[src/rtl/irq_source_ctrl_pkg.sv]
// rtl/irq_source_ctrl_pkg.sv - shared register map, cause codes and request FSM states
package irq_source_ctrl_pkg;

  // Word-aligned register offsets on the MMIO port
  localparam logic [4:0] ADDR_MTIME_LO    = 5'h00;
  localparam logic [4:0] ADDR_MTIME_HI    = 5'h04;
  localparam logic [4:0] ADDR_MTIMECMP_LO = 5'h08;
  localparam logic [4:0] ADDR_MTIMECMP_HI = 5'h0C;
  localparam logic [4:0] ADDR_MSIP        = 5'h10;
  localparam logic [4:0] ADDR_EIE         = 5'h14;
  localparam logic [4:0] ADDR_EIP         = 5'h18;

  // mcause values shared with the exception unit
  localparam logic [31:0] CAUSE_NONE = 32'h0000_0000;
  localparam logic [31:0] CAUSE_MSI  = 32'h8000_0003;
  localparam logic [31:0] CAUSE_MTI  = 32'h8000_0007;
  localparam logic [31:0] CAUSE_MEI  = 32'h8000_000B;

  typedef enum logic [1:0] {
    ST_IDLE = 2'd0,
    ST_REQ  = 2'd1,
    ST_GAP  = 2'd2
  } irq_state_e;

  // Fixed priority: external > software > timer
  function automatic logic [31:0] arb_cause(input logic mei, input logic msi, input logic mti);
    if (mei) return CAUSE_MEI;
    if (msi) return CAUSE_MSI;
    if (mti) return CAUSE_MTI;
    return CAUSE_NONE;
  endfunction

endpackage

[src/rtl/irq_source_ctrl_sync_edge.sv]
// rtl/irq_source_ctrl_sync_edge.sv - 2-flop synchronizer with rising-edge detect
module irq_sync_edge (
  input  logic clk,
  input  logic rst,
  input  logic async_i,
  output logic rise_o
);

  logic meta_q;
  logic sync_q;
  logic prev_q;

  // Two metastability flops, then one flop of history for the edge detector
  always_ff @(posedge clk or posedge rst) begin
    if (rst) begin
      meta_q <= 1'b0;
      sync_q <= 1'b0;
      prev_q <= 1'b0;
    end else begin
      meta_q <= async_i;
      sync_q <= meta_q;
      prev_q <= sync_q;
    end
  end

  assign rise_o = sync_q & ~prev_q;

endmodule

[src/rtl/irq_source_ctrl.sv]
// rtl/irq_source_ctrl.sv - machine-mode timer/software/external interrupt source and requester
module irq_source_ctrl
  import irq_source_ctrl_pkg::*;
#(
  parameter int NUM_EXT  = 4,
  parameter int PRESCALE = 1
) (
  input  logic               clk,
  input  logic               rst,
  input  logic [4:0]         bus_addr,
  input  logic               bus_we,
  input  logic [31:0]        bus_wdata,
  output logic [31:0]        bus_rdata,
  input  logic [NUM_EXT-1:0] ext_irq_in,
  output logic               irq_out,
  output logic [31:0]        irq_cause,
  input  logic               irq_ack
);

  localparam int PW    = (PRESCALE > 1) ? $clog2(PRESCALE) : 1;
  localparam int IDX_W = (NUM_EXT > 1) ? $clog2(NUM_EXT) : 1;
  localparam logic [PW-1:0] PRESC_MAX = PW'(PRESCALE - 1);

  logic [63:0]        mtime_q, mtime_d;
  logic [63:0]        mtimecmp_q, mtimecmp_d;
  logic               msip_q, msip_d;
  logic [NUM_EXT-1:0] eie_q, eie_d;
  logic [NUM_EXT-1:0] eip_q, eip_d;
  logic [PW-1:0]      presc_q, presc_d;

  irq_state_e         state_q;
  logic               irq_out_q;
  logic [31:0]        irq_cause_q;
  logic [IDX_W-1:0]   ext_idx_q;

  logic [4:0]         word_addr;
  logic               tick;
  logic               mti;
  logic               mei;
  logic [NUM_EXT-1:0] ext_act;
  logic [NUM_EXT-1:0] ext_rise;
  logic [NUM_EXT-1:0] ack_clr;
  logic [IDX_W-1:0]   win_idx;
  logic [31:0]        win_cause;
  logic               granted_live;

  // Byte address with the sub-word bits dropped
  assign word_addr = bus_addr & 5'b11100;

  // One synchronizer + edge detector per external line
  for (genvar g = 0; g < NUM_EXT; g++) begin : g_sync
    irq_sync_edge u_sync (
      .clk     (clk),
      .rst     (rst),
      .async_i (ext_irq_in[g]),
      .rise_o  (ext_rise[g])
    );
  end

  assign tick    = (presc_q == PRESC_MAX);
  assign mti     = (mtime_q >= mtimecmp_q);
  assign ext_act = eip_q & eie_q;
  assign mei     = |ext_act;

  // Lowest-indexed enabled pending line wins within MEI
  always_comb begin
    win_idx = '0;
    for (int i = NUM_EXT - 1; i >= 0; i--) begin
      if (ext_act[i]) win_idx = IDX_W'(i);
    end
  end

  assign win_cause = arb_cause(mei, msip_q, mti);

  // Whether the source that was granted is still asserting
  always_comb begin
    case (irq_cause_q)
      CAUSE_MEI: granted_live = eip_q[ext_idx_q] & eie_q[ext_idx_q];
      CAUSE_MSI: granted_live = msip_q;
      CAUSE_MTI: granted_live = mti;
      default:   granted_live = 1'b0;
    endcase
  end

  // Ack of an external request retires the latched pending bit
  always_comb begin
    ack_clr = '0;
    if (state_q == ST_REQ && irq_ack && irq_cause_q == CAUSE_MEI) begin
      ack_clr[ext_idx_q] = 1'b1;
    end
  end

  // Register-file next state: bus writes, timer advance, pending set/clear
  always_comb begin
    presc_d    = tick ? '0 : presc_q + PW'(1);
    mtime_d    = tick ? mtime_q + 64'd1 : mtime_q;
    mtimecmp_d = mtimecmp_q;
    msip_d     = msip_q;
    eie_d      = eie_q;
    eip_d      = eip_q & ~ack_clr;
    if (bus_we) begin
      case (word_addr)
        ADDR_MTIME_LO:    mtime_d = {mtime_q[63:32], bus_wdata};
        ADDR_MTIME_HI:    mtime_d = {bus_wdata, mtime_q[31:0]};
        ADDR_MTIMECMP_LO: mtimecmp_d[31:0]  = bus_wdata;
        ADDR_MTIMECMP_HI: mtimecmp_d[63:32] = bus_wdata;
        ADDR_MSIP:        msip_d = bus_wdata[0];
        ADDR_EIE:         eie_d  = bus_wdata[NUM_EXT-1:0];
        ADDR_EIP:         eip_d  = eip_d & ~bus_wdata[NUM_EXT-1:0];
        default:          ;
      endcase
    end
    // A new edge beats any clear in the same cycle
    eip_d = eip_d | ext_rise;
  end

  // Register-file state
  always_ff @(posedge clk or posedge rst) begin
    if (rst) begin
      presc_q    <= '0;
      mtime_q    <= 64'd0;
      mtimecmp_q <= 64'hFFFF_FFFF_FFFF_FFFF;
      msip_q     <= 1'b0;
      eie_q      <= '0;
      eip_q      <= '0;
    end else begin
      presc_q    <= presc_d;
      mtime_q    <= mtime_d;
      mtimecmp_q <= mtimecmp_d;
      msip_q     <= msip_d;
      eie_q      <= eie_d;
      eip_q      <= eip_d;
    end
  end

  // Request FSM with registered irq_out/irq_cause
  always_ff @(posedge clk or posedge rst) begin
    if (rst) begin
      state_q     <= ST_IDLE;
      irq_out_q   <= 1'b0;
      irq_cause_q <= CAUSE_NONE;
      ext_idx_q   <= '0;
    end else begin
      case (state_q)
        ST_IDLE: begin
          if (win_cause != CAUSE_NONE) begin
            irq_out_q   <= 1'b1;
            irq_cause_q <= win_cause;
            ext_idx_q   <= win_idx;
            state_q     <= ST_REQ;
          end
        end
        ST_REQ: begin
          if (irq_ack) begin
            irq_out_q   <= 1'b0;
            irq_cause_q <= CAUSE_NONE;
            state_q     <= ST_GAP;
          end else if (!granted_live) begin
            irq_out_q   <= 1'b0;
            irq_cause_q <= CAUSE_NONE;
            state_q     <= ST_IDLE;
          end
        end
        ST_GAP: begin
          state_q <= ST_IDLE;
        end
        default: begin
          irq_out_q   <= 1'b0;
          irq_cause_q <= CAUSE_NONE;
          state_q     <= ST_IDLE;
        end
      endcase
    end
  end

  assign irq_out   = irq_out_q;
  assign irq_cause = irq_cause_q;

  // Combinational register read; unmapped offsets return zero
  always_comb begin
    bus_rdata = '0;
    case (word_addr)
      ADDR_MTIME_LO:    bus_rdata = mtime_q[31:0];
      ADDR_MTIME_HI:    bus_rdata = mtime_q[63:32];
      ADDR_MTIMECMP_LO: bus_rdata = mtimecmp_q[31:0];
      ADDR_MTIMECMP_HI: bus_rdata = mtimecmp_q[63:32];
      ADDR_MSIP:        bus_rdata[0] = msip_q;
      ADDR_EIE:         bus_rdata[NUM_EXT-1:0] = eie_q;
      ADDR_EIP:         bus_rdata[NUM_EXT-1:0] = eip_q;
      default:          ;
    endcase
  end

endmodule

[config.mk]
export PLATFORM = sky130hd
export DESIGN_NAME = irq_source_ctrl
export DESIGN_NICKNAME = d
export VERILOG_FILES = /design/src/rtl/irq_source_ctrl_pkg.sv /design/src/rtl/irq_source_ctrl_sync_edge.sv /design/src/rtl/irq_source_ctrl.sv
export SDC_FILE = /design/constraint.sdc
export NUM_CORES = 1
export LEC_CHECK = 0
export ABC_AREA = 0
export ABC_CLOCK_PERIOD_IN_PS = 5200
export BUFFER_PORTS_ARGS = -buffer_cell sky130_fd_sc_hd__buf_4
export CAP_MARGIN = 20
export CORE_UTILIZATION = 30
export CTS_CLUSTER_DIAMETER = 120
export DETAILED_ROUTE_END_ITERATION = 12
export HOLD_SLACK_MARGIN = 0.02
export PLACE_DENSITY = 0.45
export SLEW_MARGIN = 5
export SYNTH_ARGS = -nofsm -noshare
export SYNTH_HDL_FRONTEND = slang
export SYNTH_SLANG_ARGS = --single-unit
[constraint.sdc]
create_clock -name clk -period 5.2 [get_ports clk]
set_input_delay 0.78 -clock clk [delete_from_list [all_inputs] [get_ports clk]]
set_output_delay 0.78 -clock clk [all_outputs]
set_load 0.02 [all_outputs]
==> results of run 1 <==
[path summary, 6_finish.rpt]
path	start	end	slack [ns]	cells past startpoint
min in group asynchronous	rst	mtime_q[7]$_DFFE_PP0P_	0.42	2
worst min-delay path	g_sync[3].u_sync.meta_q$_DFF_PP0_	g_sync[3].u_sync.sync_q$_DFF_PP0_	0.35	0
worst min register to register	g_sync[3].u_sync.meta_q$_DFF_PP0_	g_sync[3].u_sync.sync_q$_DFF_PP0_	0.35	0
worst max-delay path	mtimecmp_q[62]$_DFFE_PP1P_	irq_out$_DFFE_PP0P_	1.97	9
max in group asynchronous	rst	mtime_q[20]$_DFFE_PP0P_	3.81	3
worst max register to register	mtimecmp_q[62]$_DFFE_PP1P_	irq_out$_DFFE_PP0P_	1.97	9
[final cells by class]
cell class	instances	area [µm²]
Tap cell	442	553
Clock buffer	17	425
Fill cell	3468	21200
Inverter	76	290
Clock inverter	15	166
Multi-Input combinational cell	851	5470
Timing Repair Buffer	96	766
Sequential cell	157	4010
[synthesized netlist by cell type, types with 15 or more instances]
| cell | instances | area (µm²) |
|---|---|---|
| nand2_1 | 128 | 480 |
| mux2_2 | 39 | 439 |
| clkbuf_1 | 49 | 184 |
| nand3_1 | 54 | 270 |
| nand4_1 | 24 | 150 |
| buf_4 | 30 | 225 |
| inv_1 | 76 | 285 |
| dfrtp_1 | 93 | 2330 |
| ha_1 | 65 | 813 |
| a22oi_1 | 71 | 533 |
| dfstp_2 | 64 | 1680 |
| nor2_1 | 64 | 240 |
| a21oi_1 | 95 | 475 |
| nor3_1 | 15 | 75.1 |
| o21ai_0 | 90 | 450 |
| o22ai_1 | 15 | 93.8 |
[cell families (layout without fill, tap and decap cells)]
group / count (synthesis) / in the layout / synth area share
compound gates: 353 / 353 / 0.220
buf+inv: 171 / 204 / 0.0757
simple gates: 361 / 361 / 0.177
flops: 157 / 157 / 0.396
xor+xnor: 3 / 3 / 0.00259
other cells: 1 / 27 / 0.000370
mux: 42 / 42 / 0.0488
fa+ha+maj: 65 / 65 / 0.0803
[power groups by stage]
stage	Combinational [mW]	Clock [mW]	Sequential, mW
3_3_place_gp	1.37	0	1.94
2_1_floorplan	1.04	0	1.82
4_1_cts	1.41	1.32	1.92
5_1_grt	1.58	1.36	1.98
6_report	1.38	1.28	1.93
3_5_place_dp	1.40	0	1.95
[flip-flops by register name (all words and copies together) (netlist names), 3 cells and up]
signal / count
eip_q: 4
mtimecmp_q: 64
g_sync.u_sync.sync_q: 4
mtime_q: 64
irq_cause: 3
eie_q: 4
g_sync.u_sync.prev_q: 4
g_sync.u_sync.meta_q: 4
[per-stage QoR]
stage / area, µm² / setup WS (ns) / hold slack (ns) / power (mW) / cells
floorplan: 10200 / 0.291 / 0.331 / 2.85 / 1179
finish: 11700 / 1.97 / 0.350 / 4.58 / 1654
CTS: 11700 / 1.97 / 0.354 / 4.65 / 1654
global route: 11700 / 1.85 / 0.357 / 4.93 / 1654
global placement: 11100 / 2.00 / 0.332 / 3.32 / 1621
detailed placement: 11100 / 1.99 / 0.336 / 3.34 / 1622
[layer usage]
metal  share of wire  track usage  routed length (µm)
met2            0.46        0.302               14600
met3           0.046       0.0299                1470
met5               0            0                   0
met1            0.48        0.272               15400
met4           0.013       0.0505                 408
==> flow_metrics.env, run 1 <==
export IMPL_core_mm2=0.0329
export IMPL_status="finished, final reports clean"
export IMPL_dieHeight_um=186
export IMPL_antenna_found_initial=0
export IMPL_slew_violations=0
export IMPL_grt_pass1_vias=8508
export IMPL_grt_usage=0.192
export IMPL_io_buffer_count=80
export IMPL_finalSetupTns_ns=0
export IMPL_powerDensity_mw_per_mm2=393
export IMPL_max_freq_ghz=0.310
export IMPL_path_delay_family="simple AND/OR/NAND/NOR gates"
export IMPL_rsz0062_at_grt="no"
export IMPL_path_buf_inv=1
export IMPL_postCtsResizedCells=0
export IMPL_p_sw_frac=0.385
export IMPL_slew_headroom=0.406
export IMPL_hold_class="flop to flop"
export IMPL_tightestPinTransition_ns=0.891
export IMPL_ant_nets=0
export IMPL_numClockSinks=157
export IMPL_cts_tree="done"
export IMPL_p_leak_nw=5.01
export IMPL_peakVddDrop_v=0.000242
export IMPL_grt_max_degree=99
export IMPL_intPower_mw=2.82
export IMPL_synth_main_ff_cell="dfrtp_1"
export IMPL_wl_per_cell_um=19.3
export IMPL_seq_area_frac_synth=0.396
export IMPL_rows=66
export IMPL_clk_path_buf_depth=2
export IMPL_utilization=0.355
export IMPL_pwr_share_seq=0.420
export IMPL_fin_crit_ns=3.23
export IMPL_slowest_stage="or4_1"
export IMPL_syn2layout_area_growth_pct=15.3
export IMPL_drtIter0Drc=527
export IMPL_clk_insertion_delay_late_ns=0.45
export IMPL_overflow=0
export IMPL_synthDistinctLibCells=69
export IMPL_gp_congestion=0.789
export IMPL_cp_data_required_time_ns=5.59
export IMPL_layout_common_cells="nand2_1 (126), a21oi_1 (95), dfrtp_1 (93), buf_4 (93), o21ai_0 (90)"
export IMPL_post_cts_buffers=0
export IMPL_start_kind="flop"
export IMPL_crit_chain="inv_1 -> ha_1 -> nand4_1 -> or4_1 -> nand3b_1 -> nand3b_1 -> a31o_2 -> a31oi_1 -> o221a_2"
export IMPL_layout_drive_gt1_share=0.212
export IMPL_cts_htree_levels=4
export IMPL_die_area_mm2=0.0345
export IMPL_combinationalPowerShare=0.301
export IMPL_vias=8755
export IMPL_cap_violations=0
export IMPL_vias_per_cell=5.29
export IMPL_worstPathArrival_ns=3.62
export IMPL_die_width_um=186
export IMPL_yosys_warnings=0
export IMPL_synth_seq_cells=157
export IMPL_num_antenna_cells=0
export IMPL_numCtsBuffers=17
export IMPL_initial_core_util=0.308
export IMPL_drtPass1Iterations=5
export IMPL_clock_power_share=0.278
export IMPL_cp_slowest_stage_delay_ns=0.70
export IMPL_setup_violations=0
export IMPL_hold_buffers=0
export IMPL_timing_final_crit_share=0.621
export IMPL_num_io_pins=110
export IMPL_path_max_fanout=4
export IMPL_final_common_cell="nand2_1"
export IMPL_syn_avg_cell_area_um2=8.79
export IMPL_cts_root_buf="clkbuf_16"
export IMPL_hold_viol=0
export IMPL_synthArstFlopShare=1.00
export IMPL_dp_hpwl_um=22600
export IMPL_grt_pass1_wl_um=50300
export IMPL_clk_pin_slew_ns=0.08
export IMPL_wirelength_um=31800
export IMPL_fin_nets=1309
export IMPL_end_kind="flop"
export IMPL_path_class="flop to flop"
export IMPL_syn_area_mm2=0.0101
export IMPL_synth_cells=1153
export IMPL_cpMostUsedCell="nand3b_1"
export IMPL_p_switching_mw=1.76
export IMPL_remaining_drc_errors=0
export IMPL_fin_worst_skew_ns=0.0154
export IMPL_synth_enable_flop_cells=0
No activity file was read; power rests on OpenSTA's default activity.
==> run 2, diff against run 1 <==
--- a/config.mk
+++ b/config.mk
@@ -6,7 +6,7 @@
 export NUM_CORES = 1
 export LEC_CHECK = 0
 export ABC_AREA = 0
-export ABC_CLOCK_PERIOD_IN_PS = 5200
+export ABC_CLOCK_PERIOD_IN_PS = 2900
 export BUFFER_PORTS_ARGS = -buffer_cell sky130_fd_sc_hd__buf_4
 export CAP_MARGIN = 20
 export CORE_UTILIZATION = 30
==> constraint.sdc (replaced) <==
create_clock -name clk -period 2.9 [get_ports clk]
set_input_delay 0.435 -clock clk [delete_from_list [all_inputs] [get_ports clk]]
set_output_delay 0.435 -clock clk [all_outputs]
set_load 0.02 [all_outputs]
==> run 2 against run 1 <==
Net effect:
- clock-buffer cell count increased by 1
- critical path depth did not move
- maximum frequency is 16% higher
- via count up 2.7%
- critical path type unchanged
- largest power group unchanged
==> flow_metrics.env, run 2 (synthesis gave the netlist of run 1 again) <==
export IMPL_wirelength_um=33000
export IMPL_remaining_drc_errors=0
export IMPL_fin_worst_skew_ns=0.0269
export IMPL_num_antenna_cells=0
export IMPL_fill_cells=3439
export IMPL_grt_pass1_vias=9018
export IMPL_max_freq_ghz=0.358
export IMPL_wl_per_cell_um=19.3
export IMPL_rsz0062_at_grt="no"
export IMPL_holdPathEnd="g_sync[1].u_sync.meta_q$_DFF_PP0_"
export IMPL_holdWs_ns=0.0770
export IMPL_reg2reg_slack_ns=0.11
export IMPL_layout_common_cells="buf_4 (144), nand2_1 (126), a21oi_1 (95), dfrtp_1 (93), o21ai_0 (90)"
export IMPL_slew_violations=0
export IMPL_antenna_found_initial=0
export IMPL_fin_nets=1366
export IMPL_design_area_mm2=0.0122
export IMPL_p_leak_nw=5.29
export IMPL_timing_final_crit_share=0.963
export IMPL_worstPathArrival_ns=3.19
export IMPL_start_kind="flop"
export IMPL_min_path_cells=1
export IMPL_vias_per_cell=5.25
export IMPL_fin_crit_ns=2.79
export IMPL_placed_cell_area_mm2=0.0116
export IMPL_cap_violations=0
export IMPL_rows=66
export IMPL_clk_insertion_delay_late_ns=0.47
export IMPL_num_io_pins=110
export IMPL_r2r_end="irq_out$_DFFE_PP0P_"
export IMPL_cp_data_required_time_ns=3.30
export IMPL_path_max_fanout=4
export IMPL_final_common_cell="buf_4"
export IMPL_peakVddDrop_v=0.000446
export IMPL_utilization=0.371
export IMPL_powerDensity_mw_per_mm2=693
export IMPL_dp_hpwl_um=24500
export IMPL_cts_root_buf="clkbuf_16"
export IMPL_grt_max_degree=45
export IMPL_hold_class="input pin to flop"
export IMPL_drtPass1Iterations=6
export IMPL_post_cts_buffers=0
export IMPL_io_buffer_count=80
export IMPL_place_ws_ns=-0.0148
export IMPL_dieHeight_um=186
export IMPL_syn2layout_area_growth_pct=20.5
export IMPL_die_width_um=186
export IMPL_grt_usage=0.200
export IMPL_tightestPinTransition_ns=0.881
export IMPL_grt_pass1_wl_um=52300
export IMPL_clk_pin_slew_ns=0.08
export IMPL_cts_htree_levels=4
export IMPL_numCtsBuffers=17
export IMPL_hold_buffers=0
export IMPL_setup_slack_ns=0.107
export IMPL_die_area_mm2=0.0345
export IMPL_setup_violations=0
export IMPL_core_mm2=0.0329
export IMPL_top_regs="mtime_q: 64 flops, mtimecmp_q: 64 flops"
export IMPL_crit_reg2reg_launch="mtimecmp_q[62]$_DFFE_PP1P_"
export IMPL_end_kind="flop"
export IMPL_clk_path_buf_depth=2
export IMPL_reg2reg_depth=9
export IMPL_hold_viol=0
export IMPL_initial_core_util=0.308
export IMPL_multi_input_area_mm2=0.00551
export IMPL_cts_tree="done"
export IMPL_slew_headroom=0.412
export IMPL_path_class="flop to flop"
export IMPL_min_delay_start="ext_irq_in[1]"
export IMPL_seq_area_mm2=0.00401
export IMPL_p_total_mw=8.46
export IMPL_overflow=0
export IMPL_status="finished, final reports clean"
export IMPL_ant_nets=0
export IMPL_layout_drive_gt1_share=0.250
export IMPL_vias=8988
export IMPL_gp_congestion=0.838
export IMPL_numClockSinks=157
export IMPL_drtIter0Drc=651
-- run 2: layer usage --
metal	global-route usage	vias up	routed length [µm]
met2	0.324	190	15400
met1	0.276	4398	15800
li1	-	4378	-
met3	0.0290	22	1340
met5	0	-	0
met4	0.0574	0	461
-- run 2: stage by stage --
step / instances / setup TNS, ns
floorplan: 1179 / 0
detailed placement: 1679 / -0.0148
finish: 1711 / 0
global route: 1711 / 0
CTS: 1711 / 0
global placement: 1679 / 0
-- run 2: worst max path at each step --
stage / startpoint / cells past startpoint / endpoint / slack (ns)
after floorplan: mtimecmp_q[62]$_DFFE_PP1P_ / 9 / irq_out$_DFFE_PP0P_ / 0.36
after global placement: mtimecmp_q[59]$_DFFE_PP1P_ / 9 / irq_out$_DFFE_PP0P_ / 0.03
after detailed placement: mtimecmp_q[59]$_DFFE_PP1P_ / 9 / irq_out$_DFFE_PP0P_ / -0.01
after CTS: mtimecmp_q[59]$_DFFE_PP1P_ / 9 / irq_out$_DFFE_PP0P_ / 0.03
after global routing: mtimecmp_q[62]$_DFFE_PP1P_ / 9 / irq_out$_DFFE_PP0P_ / 0.004
final: mtimecmp_q[62]$_DFFE_PP1P_ / 9 / irq_out$_DFFE_PP0P_ / 0.11
-- run 2: critical path, stage by stage (launching register included) --
cell and delay [ns]:
dfstp_2 0.54, inv_1 0.04, ha_1 0.31, nand4_1 0.17, or4_4 0.59, nand3b_1 0.19, nand3b_1 0.19, a31o_4 0.27
a31oi_4 0.21, o221a_2 0.21
-- run 2: what timing repair did --
| item | in CTS | in global routing |
|---|---|---|
| resized for setup | 1 | 5 |
| setup endpoints to repair | 2 | 5 |
| pin swaps | 0 | 2 |
-- run 2: area by class of cell --
| type | count | area share |
|---|---|---|
| flip-flops and latches | 157 | 0.328 |
| inverters | 76 | 0.0237 |
| multi-input cells | 851 | 0.452 |
| clock buffers | 18 | 0.0360 |
| well taps | 442 | 0.0453 |
| repair buffers | 153 | 0.103 |
| clock inverters | 14 | 0.0115 |
-- run 2: report_power, final --
part | total [mW] | switching [mW] | internal, mW
Sequential | 3.35 | 0.537 | 2.81
Combinational | 2.84 | 1.57 | 1.27
Clock | 2.27 | 1.10 | 1.17
Total | 8.46 | 3.21 | 5.25
==> run 3, diff against run 2 <==
--- a/config.mk
+++ b/config.mk
@@ -7,13 +7,13 @@
 export LEC_CHECK = 0
 export ABC_AREA = 0
 export ABC_CLOCK_PERIOD_IN_PS = 2900
-export BUFFER_PORTS_ARGS = -buffer_cell sky130_fd_sc_hd__buf_4
 export CAP_MARGIN = 20
 export CORE_UTILIZATION = 30
 export CTS_CLUSTER_DIAMETER = 120
 export DETAILED_ROUTE_END_ITERATION = 12
+export DONT_BUFFER_PORTS = 1
 export HOLD_SLACK_MARGIN = 0.02
-export PLACE_DENSITY = 0.45
+export PLACE_DENSITY = 0.42
 export SLEW_MARGIN = 5
 export SYNTH_ARGS = -nofsm -noshare
 export SYNTH_HDL_FRONTEND = slang
==> run 3 against run 2 <==
Net effect:
- utilization shrank 1.8 points
- register-to-register slack better by 0.02 ns
- clock skew decreased by 0.0059 ns
- sequential share of layout area increased by 1.7 points
- cell count shrank 4.3%
- clock-buffer cell count is the same
- critical path type unchanged
- critical endpoint unchanged
==> flow_metrics.env, run 3 (synthesis gave the netlist of run 1 again) <==
export IMPL_ant_nets=0
export IMPL_p_sw_frac=0.382
export IMPL_path_class="flop to flop"
export IMPL_grt_max_degree=71
export IMPL_clk_insertion_delay_late_ns=0.46
export IMPL_p_leak_nw=4.91
export IMPL_hold_viol=0
export IMPL_io_buffer_count=0
export IMPL_remaining_drc_errors=0
export IMPL_timing_final_crit_share=0.957
export IMPL_rsz0062_at_grt="no"
export IMPL_layout_common_cells="nand2_1 (125), a21oi_1 (95), dfrtp_1 (93), o21ai_0 (89), inv_1 (75)"
export IMPL_rows=66
export IMPL_core_mm2=0.0329
export IMPL_syn2layout_area_growth_pct=14.6
export IMPL_finalSetupTns_ns=0
export IMPL_powerDensity_mw_per_mm2=711
export IMPL_layout_drive_gt1_share=0.199
export IMPL_grt_usage=0.202
export IMPL_fin_nets=1292
export IMPL_clock_power_share=0.270
export IMPL_max_freq_ghz=0.360
export IMPL_grt_pass1_wl_um=52300
export IMPL_antenna_found_initial=0
export IMPL_dp_hpwl_um=24400
export IMPL_endpoint="irq_out$_DFFE_PP0P_"
export IMPL_dieHeight_um=186
export IMPL_cts_root_buf="clkbuf_16"
export IMPL_wirelength_um=33400
export IMPL_worstPathArrival_ns=3.17
export IMPL_status="finished, final reports clean"
export IMPL_cp_data_required_time_ns=3.30
export IMPL_reg2reg_depth=9
export IMPL_r2r_end="irq_out$_DFFE_PP0P_"
export IMPL_top_regs="mtime_q: 64 flops, mtimecmp_q: 64 flops"
export IMPL_slew_violations=0
export IMPL_place_ws_ns=-0.0109
export IMPL_combinationalPowerShare=0.328
export IMPL_vias_per_cell=5.34
export IMPL_die_area_mm2=0.0345
export IMPL_drtPass1Iterations=5
export IMPL_end_kind="flop"
export IMPL_reg2reg_slack_ns=0.12
export IMPL_pwr_share_seq=0.402
export IMPL_slew_headroom=0.522
export IMPL_grt_pass1_vias=8713
export IMPL_startpoint="mtimecmp_q[59]$_DFFE_PP1P_"
export IMPL_gp_congestion=0.788
export IMPL_initial_core_util=0.308
export IMPL_drtIter0Drc=490
export IMPL_peakVddDrop_v=0.000482
export IMPL_start_kind="flop"
export IMPL_wl_per_cell_um=20.4
export IMPL_p_switching_mw=3.15
export IMPL_crit_reg2reg_launch="mtimecmp_q[59]$_DFFE_PP1P_"
export IMPL_clk_pin_slew_ns=0.08
export IMPL_fin_worst_skew_ns=0.0210
export IMPL_seq_area_mm2=0.00401
export IMPL_num_io_pins=110
export IMPL_final_common_cell="nand2_1"
export IMPL_numCtsBuffers=17
export IMPL_vias=8739
export IMPL_clk_path_buf_depth=2
export IMPL_overflow=0
export IMPL_fill_cells=3487
export IMPL_num_antenna_cells=0
export IMPL_numClockSinks=157
export IMPL_die_width_um=186
export IMPL_setup_slack_ns=0.125
export IMPL_path_max_fanout=4
export IMPL_hold_class="input pin to flop"
export IMPL_cap_violations=0
export IMPL_fin_crit_ns=2.78
export IMPL_cts_htree_levels=4
export IMPL_multi_input_area_mm2=0.00551
export IMPL_setup_violations=0
export IMPL_cts_tree="done"
export IMPL_tightestPinTransition_ns=0.717
export IMPL_intPower_mw=5.10
[run 3: cell count changes in the layout (fill, tap and decap cells not counted), moves of 2 or more]
cell	delta
buf_4	-77
dlygate4sd3_1	+5
buf_12	-2
clkinv_4	+2
inv_8	-2
nor2b_2	-2
nor2b_4	+2
[run 3: cell type report]
cell class	instances	share of cell area
Multi-Input combinational cell	851	0.475
Sequential cell	157	0.345
Timing Repair Buffer	79	0.0597
Tap cell	442	0.0476
Clock buffer	18	0.0370
Inverter	76	0.0249
Clock inverter	14	0.0110
[run 3: worst min path at each step]
stage | startpoint | to | cells after the start
3_5_place_dp | g_sync[0].u_sync.meta_q$_DFF_PP0_ | g_sync[0].u_sync.sync_q$_DFF_PP0_ | 0
5_1_grt | bus_we | mtime_q[3]$_DFFE_PP0P_ | 1
4_1_cts | bus_wdata[30] | mtimecmp_q[30]$_DFFE_PP1P_ | 2
6_report | bus_we | mtime_q[3]$_DFFE_PP0P_ | 1
2_1_floorplan | g_sync[0].u_sync.meta_q$_DFF_PP0_ | g_sync[0].u_sync.sync_q$_DFF_PP0_ | 0
3_3_place_gp | g_sync[0].u_sync.meta_q$_DFF_PP0_ | g_sync[0].u_sync.sync_q$_DFF_PP0_ | 0
[run 3: through the flow]
step	util	area (µm²)	std cells	total power, mW	hold WS (ns)
global placement	0.334	11000	1600	6.03	0.335
finish	0.353	11600	1637	8.25	0.0680
floorplan	-	10200	1179	5.11	0.331
CTS	0.353	11600	1637	8.34	0.0455
detailed placement	0.334	11000	1600	6.05	0.335
global route	0.353	11600	1637	8.87	0.0510
[run 3: critical path, cell delays in order, from the launching register on]
cell and delay [ns]:
dfstp_2 0.54, inv_1 0.05, ha_1 0.30, nand4_1 0.15, or4_4 0.57, nand3b_1 0.19
nand3b_1 0.18, a31o_2 0.30, a31oi_4 0.23, o221a_2 0.22
[run 3: what timing repair did]
item | 4_1_cts | 5_1_grt
resized for setup | 1 | 4
buffers inserted | 0 | 0
endpoints found under the hold margin | 14 | 0
endpoints found under the setup margin | 1 | 4
cloned | 0 | 0
hold buffers | 5 | 0
[run 3: layer usage]
layer	vias to the layer above	track usage	share of wire
li1	4219	-	-
met4	0	0.0554	0.015
met1	4301	0.274	0.48
met2	195	0.318	0.46
met3	24	0.0499	0.051
met5	-	0	0
[run 3: power by group through the flow]
stage,sequential [mW],clock [mW],combinational (mW)
after detailed placement,3.36,0,2.68
after CTS,3.32,2.30,2.71
after global routing,3.41,2.38,3.08
final,3.32,2.23,2.70
after global placement,3.36,0,2.67
after floorplan,3.26,0,1.86
